===== config.mk =====
export PLATFORM = sky130hd
export DESIGN_NAME = pcpi_sha_seq
export DESIGN_NICKNAME = d
export VERILOG_FILES = /design/src/rtl/sha_accel_pkg.sv /design/src/rtl/sha_sched_window.sv /design/src/rtl/pcpi_sha_seq.sv
export SDC_FILE = /design/constraint.sdc
export NUM_CORES = 1
export LEC_CHECK = 0
export BUFFER_PORTS_ARGS = -buffer_cell sky130_fd_sc_hd__clkbuf_2
export CAP_MARGIN = 20
export CORE_UTILIZATION = 62
export CTS_CLUSTER_SIZE = 20
export DETAILED_ROUTE_END_ITERATION = 6
export HOLD_SLACK_MARGIN = 0.08
export PLACE_DENSITY = 0.8
export SYNTH_ARGS = -nofsm -noshare
export SYNTH_HDL_FRONTEND = slang
export SYNTH_HIERARCHICAL = 1
export SYNTH_SLANG_ARGS = --single-unit

===== constraint.sdc =====
create_clock -name clk -period 10.6 [get_ports clk]
set_input_delay 1.59 -clock clk [delete_from_list [all_inputs] [get_ports clk]]
set_output_delay 1.59 -clock clk [all_outputs]
set_load 0.01 [all_outputs]

===== src/rtl/sha_accel_pkg.sv =====
// Shared definitions for the SHA-256 PCPI accelerator: opcode constants,
// FSM states and the SHA-256 sigma functions.
package sha_accel_pkg;

    localparam logic [6:0] CUSTOM0     = 7'b0001011;
    localparam int         WIN_ENTRIES = 16;

    typedef enum logic [2:0] {
        OP_SSIG0  = 3'd0,
        OP_SSIG1  = 3'd1,
        OP_BSIG0  = 3'd2,
        OP_BSIG1  = 3'd3,
        OP_WPUSH  = 3'd4,
        OP_WNEXT  = 3'd5,
        OP_WRESET = 3'd6,
        OP_PERF   = 3'd7
    } sha_op_e;

    typedef enum logic [1:0] {
        ST_IDLE,
        ST_BUSY,
        ST_COOL
    } state_e;

    function automatic logic [31:0] rotr(input logic [31:0] x, input int unsigned n);
        return (x >> n) | (x << (32 - n));
    endfunction

    function automatic logic [31:0] ssig0(input logic [31:0] x);
        return rotr(x, 7) ^ rotr(x, 18) ^ (x >> 3);
    endfunction

    function automatic logic [31:0] ssig1(input logic [31:0] x);
        return rotr(x, 17) ^ rotr(x, 19) ^ (x >> 10);
    endfunction

    function automatic logic [31:0] bsig0(input logic [31:0] x);
        return rotr(x, 2) ^ rotr(x, 13) ^ rotr(x, 22);
    endfunction

    function automatic logic [31:0] bsig1(input logic [31:0] x);
        return rotr(x, 6) ^ rotr(x, 11) ^ rotr(x, 25);
    endfunction

endpackage


===== src/rtl/sha_sched_window.sv =====
// SHA-256 message-schedule window: 16-entry circular buffer with the
// W[t] = sig1(W[t-2]) + W[t-7] + sig0(W[t-15]) + W[t-16] datapath.
module sha_sched_window
    import sha_accel_pkg::*;
(
    input  logic        clk,
    input  logic        resetn,
    input  logic        push_i,
    input  logic [31:0] push_data_i,
    input  logic        clear_i,
    output logic [31:0] next_w_o,
    output logic        full_o
);

    logic [31:0] mem_q [WIN_ENTRIES];
    logic [3:0]  ptr_q, ptr_d;
    logic [4:0]  count_q, count_d;
    logic [3:0]  idx_m2, idx_m7, idx_m15;

    // ptr_q is the next write slot, so it also addresses the oldest entry W[-16].
    assign idx_m2  = ptr_q - 4'd2;
    assign idx_m7  = ptr_q - 4'd7;
    assign idx_m15 = ptr_q - 4'd15;

    assign next_w_o = ssig1(mem_q[idx_m2]) + mem_q[idx_m7]
                    + ssig0(mem_q[idx_m15]) + mem_q[ptr_q];
    assign full_o   = (count_q == 5'd16);

    // NOTE: the buffer is deliberately not reset; count_q gates every read.
    always_ff @(posedge clk) begin
        if (push_i) begin
            mem_q[ptr_q] <= push_data_i;
        end
    end

    // NOTE: every always_comb output gets a default first so no latch is inferred.
    always_comb begin
        ptr_d   = ptr_q;
        count_d = count_q;
        if (clear_i) begin
            ptr_d   = '0;
            count_d = '0;
        end else if (push_i) begin
            ptr_d   = ptr_q + 4'd1;
            count_d = full_o ? count_q : count_q + 5'd1;
        end
    end

    // NOTE: sequential state uses non-blocking assignments only.
    always_ff @(posedge clk or negedge resetn) begin
        if (!resetn) begin
            ptr_q   <= '0;
            count_q <= '0;
        end else begin
            ptr_q   <= ptr_d;
            count_q <= count_d;
        end
    end

endmodule


===== src/rtl/pcpi_sha_seq.sv =====
// Multi-cycle PCPI SHA-256 coprocessor (custom-0). Define SHA_ACCEL_PERF_EN
// to enable the BUSY-cycle performance counter read by funct3=7.
module pcpi_sha_seq
    import sha_accel_pkg::*;
#(
    parameter int         LATENCY   = 2,
    parameter logic [6:0] FUNCT7    = 7'b0000001,
    parameter int         WIN_DEPTH = 16
)
(
    input  logic        clk,
    input  logic        resetn,
    input  logic        pcpi_valid,
    input  logic [31:0] pcpi_insn,
    input  logic [31:0] pcpi_rs1,
    input  logic [31:0] pcpi_rs2,
    output logic        pcpi_wr,
    output logic [31:0] pcpi_rd,
    output logic        pcpi_wait,
    output logic        pcpi_ready
);

    if (WIN_DEPTH != WIN_ENTRIES) begin : g_bad_depth
        $error("pcpi_sha_seq: WIN_DEPTH must be 16");
    end
    if (LATENCY < 1 || LATENCY > 16) begin : g_bad_latency
        $error("pcpi_sha_seq: LATENCY must be within 1..16");
    end

    localparam logic [3:0] CNT_INIT = 4'(LATENCY - 1);

    state_e      state_q, state_d;
    logic [3:0]  cnt_q, cnt_d;
    sha_op_e     op_q;
    logic [31:0] rs1_q, rd_hold_q, result;
    logic        f3_ok, match, accept, commit;
    logic        win_push, win_clear, win_full;
    logic [31:0] win_data, win_next;
    logic        unused_bits;

    assign unused_bits = ^{pcpi_rs2, pcpi_insn[24:15], pcpi_insn[11:7]};

`ifdef SHA_ACCEL_PERF_EN
    assign f3_ok = 1'b1;
`else
    assign f3_ok = (pcpi_insn[14:12] != OP_PERF);
`endif

    assign match = pcpi_valid && (pcpi_insn[6:0] == CUSTOM0)
                && (pcpi_insn[31:25] == FUNCT7) && f3_ok;

    always_comb begin
        state_d = state_q;
        cnt_d   = cnt_q;
        accept  = 1'b0;
        commit  = 1'b0;
        case (state_q)
            ST_IDLE: if (match) begin
                accept  = 1'b1;
                cnt_d   = CNT_INIT;
                state_d = ST_BUSY;
            end
            // Core dropping valid mid-op is an abort: no ready, no window commit.
            ST_BUSY: if (!pcpi_valid) begin
                state_d = ST_IDLE;
            end else if (cnt_q == 4'd0) begin
                commit  = 1'b1;
                state_d = ST_COOL;
            end else begin
                cnt_d = cnt_q - 4'd1;
            end
            // COOL swallows the still-held valid of the just-completed op.
            ST_COOL: state_d = ST_IDLE;
            default: state_d = ST_IDLE;
        endcase
    end

`ifdef SHA_ACCEL_PERF_EN
    logic [31:0] perf_cnt_q, perf_snap_q;

    always_ff @(posedge clk or negedge resetn) begin
        if (!resetn) begin
            perf_cnt_q  <= '0;
            perf_snap_q <= '0;
        end else begin
            if (commit && op_q == OP_PERF && rs1_q[0]) begin
                perf_cnt_q <= '0;
            end else if (state_q == ST_BUSY) begin
                perf_cnt_q <= perf_cnt_q + 32'd1;
            end
            if (accept) begin
                perf_snap_q <= perf_cnt_q;
            end
        end
    end
`endif

    always_comb begin
        result = '0;
        case (op_q)
            OP_SSIG0:  result = ssig0(rs1_q);
            OP_SSIG1:  result = ssig1(rs1_q);
            OP_BSIG0:  result = bsig0(rs1_q);
            OP_BSIG1:  result = bsig1(rs1_q);
            OP_WPUSH:  result = rs1_q;
            OP_WNEXT:  result = win_full ? win_next : '0;
`ifdef SHA_ACCEL_PERF_EN
            OP_PERF:   result = perf_snap_q;
`endif
            default:   result = '0;
        endcase
    end

    assign win_push  = commit && (op_q == OP_WPUSH || (op_q == OP_WNEXT && win_full));
    assign win_clear = commit && (op_q == OP_WRESET);
    assign win_data  = (op_q == OP_WNEXT) ? win_next : rs1_q;

    sha_sched_window u_window (
        .clk         (clk),
        .resetn      (resetn),
        .push_i      (win_push),
        .push_data_i (win_data),
        .clear_i     (win_clear),
        .next_w_o    (win_next),
        .full_o      (win_full)
    );

    always_ff @(posedge clk or negedge resetn) begin
        if (!resetn) begin
            state_q   <= ST_IDLE;
            cnt_q     <= '0;
            op_q      <= OP_SSIG0;
            rs1_q     <= '0;
            rd_hold_q <= '0;
        end else begin
            state_q <= state_d;
            cnt_q   <= cnt_d;
            if (accept) begin
                op_q  <= sha_op_e'(pcpi_insn[14:12]);
                rs1_q <= pcpi_rs1;
            end
            if (commit) begin
                rd_hold_q <= result;
            end
        end
    end

    assign pcpi_wait  = (state_q == ST_BUSY);
    assign pcpi_ready = commit;
    assign pcpi_wr    = commit;
    assign pcpi_rd    = commit ? result : rd_hold_q;

endmodule

==> impl_summary.md <==
Die
From bottom edge to top edge, the die measures 255 µm. The number of rows created at floorplan is 92. The x dimension of the die is 255 µm. The effective utilization at floorplan is 0.630. The I/O pin count is 134. The area of the core region is 63200 µm². The area enclosed by the die boundary is 65200 µm².

Setup path
The worst flop-to-flop path endpoint is u_window/mem_q[10][29]$_DFFE_PP_. The startpoint of the worst setup timing path is u_window/ptr_q[1]$_DFFE_PN0P_. For the worst setup path, the data arrival time is 8770 ps. The largest stage delay on the critical path is 700 ps. The end of the critical path is pcpi_rd[29].

The largest fanout on the critical path is 19. The type of element capturing the critical path is an output pin. Setup slack on the worst reg-to-reg path comes out at 2510 ps.

Among the stages of the critical path, the cell type that occurs most often is fa_1. The worst setup path is launched from a flip-flop. In this run the number of cells on the critical path is 23. STA puts the critical path data required time at 9010 ps. The count of buffer and inverter cells on the critical path is 3. The critical path goes through inv_1, ha_4, buf_16, mux4_2, mux4_2, xnor2_1, xnor2_1, fa_1, fa_1, ha_1, fa_1, a211oi_1, o21bai_1, a211oi_1, o22ai_1, o31ai_2, o31ai_1, a2111o_1, o311ai_0, a22o_1, a221oi_1, a21oi_1, clkbuf_2. The worst reg-to-reg path cell count is 20.

The critical path's top delay family is compound AO/OA/AOI/OAI gates. The setup path with the least slack is of type reg2out. For this design, the slowest cell found on the critical path is ha_4. The launch instance of the worst register-to-register path is u_window/ptr_q[1]$_DFFE_PN0P_.

Synthesis
The number of warnings issued by yosys is 6. After technology mapping, the gate count stands at 2418. The share of synthesized area in the top cell type comes to 0.386. For this run, asynchronously set or reset flops after synthesis account for 0.138. The mapped netlist covers 39800 µm².

By area the synthesized netlist is led by edfxtp_1 39%, mux4_2 28%, dfrtp_1 5.2%. Yosys mapped the design onto 68 distinct sky130hd cell types. In the synthesized netlist the dominant register cell turns out to be edfxtp_1. For this run, the register share of the synthesized area comes to 0.438. The number of nets handed over by synthesis was 2619. The synthesized design spends more area on one cell type than any other, namely edfxtp_1. The number of flops mapped to enable cells by yosys is 512. The count of state elements after synthesis is 594.

The synthesized area per cell is 16.5 µm².

Cells and area
The most common cell after layout, fill and taps aside is edfxtp_1. The area of combinational cells with multiple inputs is 21100 µm². The number of nets at the end of the flow is 2612.

The top cell types in the final layout, fill and taps aside, are 512 x edfxtp_1, 503 x mux4_2, 188 x xnor2_1, 103 x inv_1, 85 x clkbuf_2. The ratio of cells with drive above 1 in the final layout is 0.352. The area growth from synthesis to layout is 7.94%.

The register cell area after layout is 17400 µm². The number of filler cells placed in the layout is 3999. The summed area of non-filler cells in the final layout is 43000 µm².

Global routing
For this run, the total global-route usage over all layers was measured as 0.362. The wire length of the first global-routing pass is 171000 µm. The via count of the first global-routing pass is 25100.

The initial antenna violation count was 0. Global routing finished with a remaining overflow of 0. The pin count of the biggest net entering global routing is 146.

Power and ir drop
The total leakage power is 0.0157 µW. The worst voltage drop across the vdd grid is 0.114 mV. Power spread over the standard cell area amounts to 113 nW/µm².

Clocking
The clock tree from TritonCTS is done. The H-tree depth is 2. The buffer depth of the longest clock path is 3. Clock-pin slew was measured on the worst setup and hold paths at 70 ps. The tree built by TritonCTS fans out to 594 sinks.

The TritonCTS buffer count is 60. The cell chosen for the clock root is clkbuf_16. The clock insertion delay at the later pin of the skew report is 650 ps. The count of hold-fix buffers inserted at cts is 0.

Job
The number of maximum-capacitance constraint violations is 0.

Routing
For this block, the routed nets add up to 117000 µm of wire. The via count normalized by instance count is 7.62. Detailed routing inserted a total of 25200 vias. The final antenna-violating net count is 0.

The detailed router's first-iteration violation count is 3606. In the final routed layout, each cell accounts on average for 35.3 µm. The first detailed-routing pass took 5 iterations. The detailed-route DRC error count is 0.

Timing
The number of pins with negative max-slew slack in the final report was 0. The setup TNS after final layout is 0 ps. In the finished design, the share of the clock period the worst path needs comes to 0.978. The final setup violation count is 0. The count of final hold-check violations is 0. Headroom to the max-slew limit came out at 0.277.

The actual slew at the worst max-slew pin is 1080 ps. Setup repair after global routing left no endpoint under its margin. The fmax is 0.0965 GHz. For the final database, setup skew stands at 27.2 ps. The post-layout minimum cycle time is 10360 ps.

Min path
The worst hold path belongs to the class reg2reg.

Outcome
The flow ran to the end, and the final reports show no timing, DRC or antenna violations.

Place
The routability-driven placement congestion ratio is 0.996. The placed wire-length estimate after detailed placement is 75600 µm. The placed instances occupy a cell area of 40900 µm². Buffers placed on the I/O ports in this run total 86.
[worst min path at each step]
stage	startpoint	cells past startpoint	to
finish	rd_hold_q[7]$_DFF_PN0_	2	rd_hold_q[7]$_DFF_PN0_
global route	rd_hold_q[14]$_DFF_PN0_	2	rd_hold_q[14]$_DFF_PN0_
CTS	rd_hold_q[14]$_DFF_PN0_	2	rd_hold_q[14]$_DFF_PN0_
detailed placement	rd_hold_q[8]$_DFF_PN0_	2	rd_hold_q[8]$_DFF_PN0_
global placement	rd_hold_q[16]$_DFF_PN0_	2	rd_hold_q[16]$_DFF_PN0_
floorplan	rd_hold_q[10]$_DFF_PN0_	2	rd_hold_q[10]$_DFF_PN0_
[cells in the mapped netlist, drive strengths merged (29+ instances only)]
| cell type | n |
|---|---|
| xor2 | 35 |
| nand2 | 63 |
| mux2 | 69 |
| ha | 40 |
| nand2b | 34 |
| inv | 103 |
| o211ai | 31 |
| o21ai | 46 |
| buf | 154 |
| edfxtp | 512 |
| fa | 62 |
| clkbuf | 60 |
| xnor2 | 190 |
| mux4 | 510 |
| dfrtp | 82 |
| nand3 | 32 |
| o22ai | 29 |
| nor2 | 69 |
| a21oi | 75 |
| xnor3 | 79 |
[cell type report]
type,count,area share
antenna,1,0.0000582
clock buffer,72,0.0360
clock inverter,37,0.0101
inverter,104,0.00912
multi-input combinational,1506,0.491
sequential,594,0.406
tap,846,0.0246
timing repair buffer,145,0.0232
[what timing repair did]
item | 4_1_cts | 5_1_grt
gates resized for setup | 0 | 4
buffers inserted | 0 | 1
setup endpoints to repair | 0 | 4
[state kept, by name, indices dropped and copies added (netlist names)]
| name | flops |
|---|---|
| u_window/ptr_q | 4 |
| rs1_q | 32 |
| op_q | 3 |
| u_window/count_q | 5 |
| cnt_q | 4 |
| u_window/mem_q | 512 |
| rd_hold_q | 32 |
| state_q | 2 |
[logic make-up after synthesis]
| group | Yosys count | synth area share |
|---|---|---|
| buffers and inverters | 318 | 0.0378 |
| muxes | 583 | 0.310 |
| AOI/OAI and AO/OA | 262 | 0.0445 |
| xor gates and xnor gates | 304 | 0.0948 |
| and+or+nand+nor | 255 | 0.0316 |
| DFF | 594 | 0.438 |
| adders and majority gates | 102 | 0.0438 |
[layer usage]
layer,track usage,wire [µm],vias up
met3,0.0747,14400,405
met2,0.570,55400,2043
li1,-,-,9769
met4,0.172,6620,0
met5,0,0,-
met1,0.488,40300,13000
[worst reg2reg max path, stage by stage (launching register included)]
cell and delay, ps:
dfrtp_4 640, inv_1 280, ha_4 700, buf_16 250
mux4_2 350, mux4_2 620, xnor2_1 220, xnor2_1 390
fa_1 510, fa_1 440, ha_1 240, fa_1 490
a211oi_1 340, o21bai_1 150, a211oi_1 330, o22ai_1 210
o31ai_2 360, o31ai_1 190, a2111o_1 430, o311ai_0 160
mux2_2 540
[metrics by stage]
| stage | hold slack, ps | instances | util | total power [µW] | setup WS [ps] |
|---|---|---|---|---|---|
| 2_1_floorplan | 482 | 2418 | - | 2690 | 900 |
| 5_1_grt | 514 | 3304 | 0.680 | 4980 | 29.1 |
| 3_5_place_dp | 473 | 3194 | 0.648 | 2740 | 939 |
| 4_1_cts | 493 | 3303 | 0.679 | 4890 | 178 |
| 3_3_place_gp | 470 | 3194 | 0.648 | 2730 | 982 |
| 6_report | 494 | 3305 | 0.680 | 4880 | 237 |
[power breakdown]
group | internal, µW | leakage, µW | switching [µW]
logic | 77.8 | 0.00780 | 93.7
clock network | 1260 | 0.000960 | 931
registers | 2510 | 0.00697 | 3.98
total | 3850 | 0.0157 | 1030
Note: power is estimated with default switching activity, not from simulation.
